===== src/rtl/vend_pkg.sv =====
// vend_pkg: shared types for the vending front-end controller.
//   coin_e        coin code as seen on the entry ports and stored in the FIFOs
//   ctrl_state_e  controller FSM states
//   CHANGE_W      width of the core's change output (units of 5 cents)
package vend_pkg;

    typedef enum logic [1:0] {
        COIN_BAD = 2'd0,
        NICKEL   = 2'd1,
        DIME     = 2'd2,
        QUARTER  = 2'd3
    } coin_e;

    typedef enum logic [2:0] {
        ST_IDLE,
        ST_ISSUE,
        ST_WAIT,
        ST_VEND,
        ST_PAYOUT
    } ctrl_state_e;

    localparam int CHANGE_W = 3;

endpackage


===== src/rtl/vend_coin_fifo.sv =====
// vend_coin_fifo: small per-port coin queue.
//   clk, rst    clock, asynchronous active-high reset
//   push        offer a coin (transfer when push & ready)
//   push_data   coin code; COIN_BAD is accepted on the handshake but dropped
//   pop         remove head entry (ignored when empty)
//   head        head entry
//   empty       queue holds no coins
//   ready       registered "not full"; low while in reset
module vend_coin_fifo
    import vend_pkg::*;
#(
    parameter int DEPTH = 2
) (
    input  logic  clk,
    input  logic  rst,
    input  logic  push,
    input  coin_e push_data,
    input  logic  pop,
    output coin_e head,
    output logic  empty,
    output logic  ready
);

    localparam int AW = $clog2(DEPTH);

    coin_e          mem [DEPTH];
    logic [AW-1:0]  wr_ptr;
    logic [AW-1:0]  rd_ptr;
    logic [AW:0]    count;
    logic [AW:0]    count_nxt;
    logic           do_push;
    logic           do_pop;

    // ready reflects the current count, so a pop in the same cycle never
    // opens room for a push on a full queue.
    assign do_push   = push && ready && (push_data != COIN_BAD);
    assign do_pop    = pop && !empty;
    assign count_nxt = count + (AW+1)'(do_push) - (AW+1)'(do_pop);
    assign empty     = (count == '0);
    assign head      = mem[rd_ptr];

    always_ff @(posedge clk or posedge rst) begin
        if (rst) begin
            wr_ptr <= '0;
            rd_ptr <= '0;
            count  <= '0;
            ready  <= 1'b0;
        end else begin
            if (do_push) wr_ptr <= wr_ptr + 1'b1;
            if (do_pop)  rd_ptr <= rd_ptr + 1'b1;
            count <= count_nxt;
            ready <= (count_nxt != (AW+1)'(DEPTH));
        end
    end

    always_ff @(posedge clk) begin
        if (do_push) mem[wr_ptr] <= push_data;
    end

endmodule


===== src/rtl/vend_ctrl.sv =====
// vend_ctrl: front-end controller for the vending FSM core.
//   i_clk, i_rst            clock, asynchronous active-high reset
//   i_coin_valid/type       two coin entry ports (0 front slot, 1 cashless)
//   o_coin_ready            per-port FIFO not full
//   o_core_nickel/dime/quarter  one-cycle coin pulse to the core
//   i_core_soda/change      core result, valid one cycle after the pulse
//   o_vend_req/i_vend_ack   soda motor handshake
//   o_nickel_req/i_nickel_ack  change hopper handshake, one nickel each
//   o_busy                  FSM away from IDLE
//   o_fault                 sticky ack timeout flag
//   o_sold_cnt              sodas dispensed, counted on vend ack
module vend_ctrl
    import vend_pkg::*;
#(
    parameter int FIFO_DEPTH = 2,
    parameter int TMO_W      = 8,
    parameter int CNT_W      = 16
) (
    input  logic                i_clk,
    input  logic                i_rst,
    input  logic [1:0]          i_coin_valid,
    input  logic [1:0][1:0]     i_coin_type,
    output logic [1:0]          o_coin_ready,
    output logic                o_core_nickel,
    output logic                o_core_dime,
    output logic                o_core_quarter,
    input  logic                i_core_soda,
    input  logic [CHANGE_W-1:0] i_core_change,
    output logic                o_vend_req,
    input  logic                i_vend_ack,
    output logic                o_nickel_req,
    input  logic                i_nickel_ack,
    output logic                o_busy,
    output logic                o_fault,
    output logic [CNT_W-1:0]    o_sold_cnt
);

    coin_e        head [2];
    logic [1:0]   fifo_empty;
    logic [1:0]   pop;

    for (genvar p = 0; p < 2; p++) begin : g_fifo
        vend_coin_fifo #(.DEPTH(FIFO_DEPTH)) u_fifo (
            .clk       (i_clk),
            .rst       (i_rst),
            .push      (i_coin_valid[p]),
            .push_data (coin_e'(i_coin_type[p])),
            .pop       (pop[p]),
            .head      (head[p]),
            .empty     (fifo_empty[p]),
            .ready     (o_coin_ready[p])
        );
    end

    ctrl_state_e          state, state_d;
    coin_e                coin_q, coin_d;
    logic [CHANGE_W-1:0]  pay_cnt, pay_d;
    logic [TMO_W-1:0]     tmo, tmo_d;
    logic                 gap, gap_d;     // one idle cycle between nickel reqs
    logic                 prio, prio_d;   // port that wins a tie
    logic                 fault_d;
    logic [CNT_W-1:0]     sold_d;
    logic                 win;

    assign win = fifo_empty[prio] ? ~prio : prio;

    always_comb begin
        state_d = state;
        coin_d  = coin_q;
        pay_d   = pay_cnt;
        tmo_d   = tmo;
        gap_d   = gap;
        prio_d  = prio;
        fault_d = o_fault;
        sold_d  = o_sold_cnt;
        pop     = '0;
        case (state)
            ST_IDLE: begin
                if (!(&fifo_empty)) begin
                    pop[win] = 1'b1;
                    coin_d   = head[win];
                    prio_d   = ~win;
                    state_d  = ST_ISSUE;
                end
            end
            ST_ISSUE: state_d = ST_WAIT;
            ST_WAIT: begin
                if (i_core_soda) begin
                    pay_d   = i_core_change;
                    tmo_d   = '0;
                    state_d = ST_VEND;
                end else begin
                    state_d = ST_IDLE;
                end
            end
            ST_VEND: begin
                if (i_vend_ack) begin
                    sold_d  = o_sold_cnt + 1'b1;
                    tmo_d   = '0;
                    gap_d   = 1'b0;
                    state_d = (pay_cnt != '0) ? ST_PAYOUT : ST_IDLE;
                end else if (&tmo) begin
                    fault_d = 1'b1;
                    state_d = ST_IDLE;
                end else begin
                    tmo_d = tmo + 1'b1;
                end
            end
            ST_PAYOUT: begin
                if (gap) begin
                    gap_d = 1'b0;
                    tmo_d = '0;
                end else if (i_nickel_ack) begin
                    pay_d = pay_cnt - 1'b1;
                    if (pay_cnt == CHANGE_W'(1)) state_d = ST_IDLE;
                    else                         gap_d   = 1'b1;
                end else if (&tmo) begin
                    // hopper stuck: give up on the remaining change
                    fault_d = 1'b1;
                    pay_d   = '0;
                    state_d = ST_IDLE;
                end else begin
                    tmo_d = tmo + 1'b1;
                end
            end
            default: state_d = ST_IDLE;
        endcase
    end

    // Outputs are registered from the next-state decode so they line up
    // with the state they belong to.
    always_ff @(posedge i_clk or posedge i_rst) begin
        if (i_rst) begin
            state          <= ST_IDLE;
            coin_q         <= COIN_BAD;
            pay_cnt        <= '0;
            tmo            <= '0;
            gap            <= 1'b0;
            prio           <= 1'b0;
            o_fault        <= 1'b0;
            o_sold_cnt     <= '0;
            o_core_nickel  <= 1'b0;
            o_core_dime    <= 1'b0;
            o_core_quarter <= 1'b0;
            o_vend_req     <= 1'b0;
            o_nickel_req   <= 1'b0;
            o_busy         <= 1'b0;
        end else begin
            state          <= state_d;
            coin_q         <= coin_d;
            pay_cnt        <= pay_d;
            tmo            <= tmo_d;
            gap            <= gap_d;
            prio           <= prio_d;
            o_fault        <= fault_d;
            o_sold_cnt     <= sold_d;
            o_core_nickel  <= (state_d == ST_ISSUE) && (coin_d == NICKEL);
            o_core_dime    <= (state_d == ST_ISSUE) && (coin_d == DIME);
            o_core_quarter <= (state_d == ST_ISSUE) && (coin_d == QUARTER);
            o_vend_req     <= (state_d == ST_VEND);
            o_nickel_req   <= (state_d == ST_PAYOUT) && !gap_d;
            o_busy         <= (state_d != ST_IDLE);
        end
    end

endmodule

===== config.mk =====
export PLATFORM = sky130hd
export DESIGN_NAME = vend_ctrl
export DESIGN_NICKNAME = d
export VERILOG_FILES = /design/src/rtl/vend_pkg.sv /design/src/rtl/vend_coin_fifo.sv /design/src/rtl/vend_ctrl.sv
export SDC_FILE = /design/constraint.sdc
export NUM_CORES = 1
export LEC_CHECK = 0
export ABC_CLOCK_PERIOD_IN_PS = 6200
export CAP_MARGIN = 20
export CORE_MARGIN = 3
export CORE_UTILIZATION = 59
export CTS_BUF_LIST = sky130_fd_sc_hd__clkbuf_16
export DETAILED_ROUTE_END_ITERATION = 12
export HOLD_SLACK_MARGIN = 0.15
export PLACE_DENSITY = 0.88
export SYNTH_ARGS = -nofsm -noshare
export SYNTH_HDL_FRONTEND = slang
export SYNTH_HIERARCHICAL = 1
export SYNTH_SLANG_ARGS = --single-unit

===== constraint.sdc =====
create_clock -name i_clk -period 6.2 [get_ports i_clk]
set_input_delay 1.24 -clock i_clk [delete_from_list [all_inputs] [get_ports i_clk]]
set_output_delay 1.24 -clock i_clk [all_outputs]
set_load 0.05 [all_outputs]

-- Yosys cells after proc, flatten, opt, wreduce, memory -nomap -nowiden
Memories as Yosys holds them, arrays and structs flattened.
Index checks and enable logic that the tools add are counted.
- $add $sub $neg: 11
- bitwise gates (word level): 4
- reduce and logical (&&, ||, !) cells: 31
- shift-type cells: 0
- $lt $le $gt $ge: 4
- div/mod/pow operators: 0
- equality and inequality tests: 19
- multipliers: 0
- mux-type cells: 46
- operator list (operator ; count):
    $mux W8 ; 5
    $mux W3 ; 11
    $pmux W8 S3 ; 1
    $add A16 B1 Y16 const B ; 1
    $mux W1 ; 16
    $mux W2 ; 8
    $pmux W3 S5 ; 1
    $ne A2 B2 Y1 const B ; 6
    $logic_and A1 B1 Y1 ; 11
    $eq A3 B1 Y1 const B ; 3
    $eq A3 B2 Y1 const B ; 3
    $reduce_bool A3 Y1 ; 3
    $add A8 B1 Y8 const B ; 1
    $reduce_and A4 Y1 ; 2
    $reduce_and A8 Y1 ; 1
    $reduce_bool A2 Y1 ; 4
    $eq A3 B3 Y1 const B ; 2
    $ne A3 B3 Y1 const B ; 2
    $pmux W3 S2 ; 1
    $reduce_and A2 Y1 ; 3
    $add A1 B1 Y1 const B ; 4
    $add A2 B1 Y2 ; 2
    $eq A2 B2 Y1 const B ; 2
    $logic_not A2 Y1 ; 2
    other kinds (13) ; 20
- memories kept: 2
- register bits after elaboration: 51
- bits in writable memories: 8
- bits in latches: 0
- bits in read-only memories: 0
- memories (memory ; words ; width ; rd ports ; clocked after memory_dff ; write ports ; RTL line ; source):
    g_fifo[0].u_fifo.mem ; 2 ; 2 ; 1 ; 0 ; 1 ; vend_coin_fifo.sv:26 ; coin_e mem [DEPTH];
    g_fifo[1].u_fifo.mem ; 2 ; 2 ; 1 ; 0 ; 1 ; vend_coin_fifo.sv:26 ;

-- Logic depth before layout (Yosys ltp)
- word-level depth: 13
- gate-level depth with buffers: 9

-- By module
The synthesis kept the hierarchy.
- by module, submodules not included (module ; area each (sq um) ; cells each ; times used ; seq. area each (sq um)):
    vend_ctrl ; 2035.7 ; 200 ; 1 ; 1001.0
    vend_coin_fifo ; 407.9 ; 28 ; 2 ; 245.2

-- Least setup slack after synthesis
No wires, ideal clock.
- path type: in2reg
- from: input i_vend_ack
- to: register o_sold_cnt[12]
- slack: 3.898 ns
- library setup time: 0.082 ns
- data arrival time: 2.220 ns
- stages: 5
- path through: nand4b_4 or3_1 clkbuf_1 nor3_1 xor2_1
- word-level cells in the longest chain between the ends: 1
- RTL lines (item ; RTL line ; source):
    start, declared ; vend_ctrl.sv:30 ; input logic i_vend_ack,
    $reduce_and A2 Y1 (no source line) ; -- ;
    end signal, assigned ; vend_ctrl.sv:156 ; o_sold_cnt <= sold_d;
    end, declared ; vend_ctrl.sv:35 ; output logic [CNT_W-1:0] o_sold_cnt
Every way passes these cells.
A chain may end at the register's enable or synchronous reset.

-- Final worst setup path
- from: register o_sold_cnt[2]
- to: output o_sold_cnt[2]
No word-level cell between the ends.

==> results.sh <==
export IMPL_status="complete, no violations"
export IMPL_powerDensity_nw_per_um2=455
export IMPL_cts_post_setup_buffers_inserted=0
export IMPL_netlist_area_leader_share=0.439
export IMPL_cts_resized=0
export IMPL_crit_type="reg -> out"
export IMPL_ir_drop_mv=0.225
export IMPL_hold_slack_ns=0.460
export IMPL_synth_cell_type_count=51
export IMPL_die_h_um=75.5
export IMPL_ios=39
export IMPL_cts_root_buf="clkbuf_16"
export IMPL_cp_top_family="buffers and inverters"
export IMPL_setup_viol=0
export IMPL_grt_util_met3=0.0607
export IMPL_synth_area_leader_cell="dfrtp_1"
export IMPL_grt_overflow=0
export IMPL_yosys_warnings=6
export IMPL_cts_made_buffers=9
export IMPL_cp_start_kind="flip-flop"
export IMPL_clock_sinks=58
export IMPL_ys_ff_latch=58
export IMPL_crit_path_max_incr_delay_ns=0.84
export IMPL_synth_area_leaders="dfrtp_1 (44%), edfxtp_1 (8.4%), ha_1 (3.9%)"
export IMPL_synth_simple_area_share=0.170
export IMPL_whs_path_depth=1
export IMPL_fp_row_count=24
export IMPL_synth_mux_area_frac=0.0342
export IMPL_die_area_um2=5700
export IMPL_path_clk_slew_ns=0.05
export IMPL_grt_util_met2=0.352
export IMPL_rsz0062_at_grt="false"
export IMPL_path_cells="clkdlybuf4s50_1"
export IMPL_crit_fanout=5
export IMPL_cts_tree="done"
export IMPL_grtUsageMet1=0.280
export IMPL_area_growth_pct=23.6
export IMPL_avgSynthCellArea_um2=11.1
export IMPL_synth_area_um2=2850
export IMPL_wl_per_cell_um=15.8
export IMPL_hold_violations=0
export IMPL_initial_core_util=0.633
export IMPL_hold_class="reg -> reg"
export IMPL_crit_arrival_ns=1.60
export IMPL_slowest_stage="clkdlybuf4s50_1"
export IMPL_tns_ns=0
export IMPL_max_freq_mhz=352
export IMPL_grt_max_degree=41
export IMPL_die_width_um=75.5
export IMPL_clockBufferDepth=2
export IMPL_rr_worst_depth=8
export IMPL_synth_flop_cell="dfrtp_1"
export IMPL_postSynthCellCount=256
export IMPL_postSynth_asyncResetShare=0.862
export IMPL_nets=323
export IMPL_grt_busiest_layer="met2"
export IMPL_synth_compound_area_frac=0.125
export IMPL_antenna_cells=0
export IMPL_drt_iter0_markers=170
export IMPL_cp_num_cells=1
export IMPL_post_synth_top_count_cell="dfrtp_1"
export IMPL_routed_wl_mm=5.64
export IMPL_coreArea_um2=4500
export IMPL_required_ns=4.96
export IMPL_fin_crit_ns=2.84
export IMPL_slew_headroom=0.376
export IMPL_dr_total_vias=2113
export IMPL_synth_commonest_cells="dfrtp_1 (50), nor2_1 (19), nand2_1 (18)"
export IMPL_grtUsageTotal=0.219
export IMPL_synth_xor_area_frac=0.0759
export IMPL_synth_edf_count=8
export IMPL_min_period_over_period=0.458
export IMPL_grt_antenna_before_repair=0
export IMPL_synthAdderAreaFrac=0.0395
export IMPL_drive_gt1_frac=0.105
export IMPL_io_buffer_count=38
export IMPL_via_per_inst=5.92
export IMPL_final_antenna_net_count=0
export IMPL_power_leakage_nw=1.59
export IMPL_place_hpwl_mm=3.89
export IMPL_nFillCells=271
export IMPL_syn_nets=279
export IMPL_cts_hold_buffers=0
export IMPL_place_congestion=0.831
export IMPL_dr_pass1_iters=5
export IMPL_grt_pass1_vias=2040
export IMPL_maxCapViolations=0
export IMPL_worstSetupEndpointType="output pin"
export IMPL_finClkSkew_ns=0.00426
export IMPL_maxSlewViolCount=0
export IMPL_drcViolationCount=0
export IMPL_worst_skew_pair_late_latency_ns=0.32
export IMPL_grt_pass1_wl_mm=9.27
export IMPL_worst_pin_slew_ns=0.924
export IMPL_synth_top_family_by_area="simple AND/OR/NAND/NOR gates"
export IMPL_path_buf_inv=1
export IMPL_ys_seq_area_frac=0.523
export IMPL_htreeDepth=3
==> logic make-up after synthesis <==
group | Yosys count
AOI/OAI and AO/OA | 47
xor gates and xnor gates | 23
adders and majority gates | 9
buffers and inverters | 22
DFF | 58
muxes | 9
and+or+nand+nor | 88
==> cell usage in the layout, fill, tap and decap left out, drive strengths merged, types with 3 or more instances in the layout <==
| cell | count |
|---|---|
| nor2b | 6 |
| a21o | 3 |
| and3 | 7 |
| mux2 | 6 |
| o22ai | 3 |
| ha | 9 |
| o21ai | 6 |
| nand4 | 4 |
| mux2i | 3 |
| xnor2 | 14 |
| nor2 | 19 |
| nor3 | 6 |
| a21oi | 15 |
| dfrtp | 50 |
| clkbuf | 9 |
| clkinv | 5 |
| nand2 | 18 |
| edfxtp | 8 |
| clkdlybuf4s50 | 38 |
| nand2b | 4 |
| inv | 18 |
| xor2 | 9 |
| nand3 | 10 |
==> where the power goes <==
group | switching (mW) | internal (mW)
combinational | 0.336 | 0.255
clock | 0.156 | 0.260
sequential | 0.108 | 0.488
total | 0.601 | 1.00
==> stage by stage <==
| step | setup WS [ns] | total power, mW | cell area, um^2 | util | instances |
|---|---|---|---|---|---|
| 5_1_grt | 3.23 | 1.69 | 3520 | 0.783 | 357 |
| 6_report | 3.36 | 1.60 | 3520 | 0.783 | 357 |
| 3_3_place_gp | 3.19 | 1.16 | 3270 | 0.726 | 341 |
| 4_1_cts | 3.36 | 1.61 | 3520 | 0.783 | 357 |
| 3_5_place_dp | 3.07 | 1.18 | 3270 | 0.726 | 341 |
| 2_1_floorplan | 3.90 | 1.03 | 2850 | - | 256 |
==> registers in the layout, indices dropped and copies added, names as in the netlist <==
name and cells:
gap 1, prio 1, o_vend_req 1, o_sold_cnt 16, g_fifo.u_fifo/rd_ptr 2, o_busy 1
o_fault 1, coin_q 1, o_core_quarter 1, g_fifo.u_fifo/wr_ptr 2, state 3, g_fifo.u_fifo/ready 2
g_fifo.u_fifo/mem 8, o_core_nickel 1, o_nickel_req 1, g_fifo.u_fifo/count 4, o_core_dime 1, pay_cnt 3
tmo 8
==> worst paths after layout <==
check,from,endpoint,slack [ns]
min in group asynchronous,i_rst,g_fifo[0].u_fifo/count[0],1.19
min reg2reg,o_fault,o_fault,0.46
max in group asynchronous,i_rst,tmo[5],4.43
max,o_sold_cnt[2],o_sold_cnt[2],3.36
max reg2reg,state[1],g_fifo[0].u_fifo/ready,3.58
min,o_fault,o_fault,0.46
==> per-layer routing <==
| layer | share of wire | vias up |
|---|---|---|
| met2 | 0.49 | 79 |
| met1 | 0.44 | 1014 |
| met3 | 0.060 | 8 |
| met4 | 0.015 | 0 |
| li1 | - | 1012 |
| met5 | 0 | - |
==> layout make-up <==
cell class,instances,area (um^2),area share
flip-flops and latches,58,1490,0.423
clock buffers,9,225,0.0639
multi-input cells,176,1270,0.359
repair buffers,39,388,0.110
inverters,16,60.1,0.0170
well taps,52,65.1,0.0185
clock inverters,7,28.8,0.00816
(Power assumes the default switching activity.)
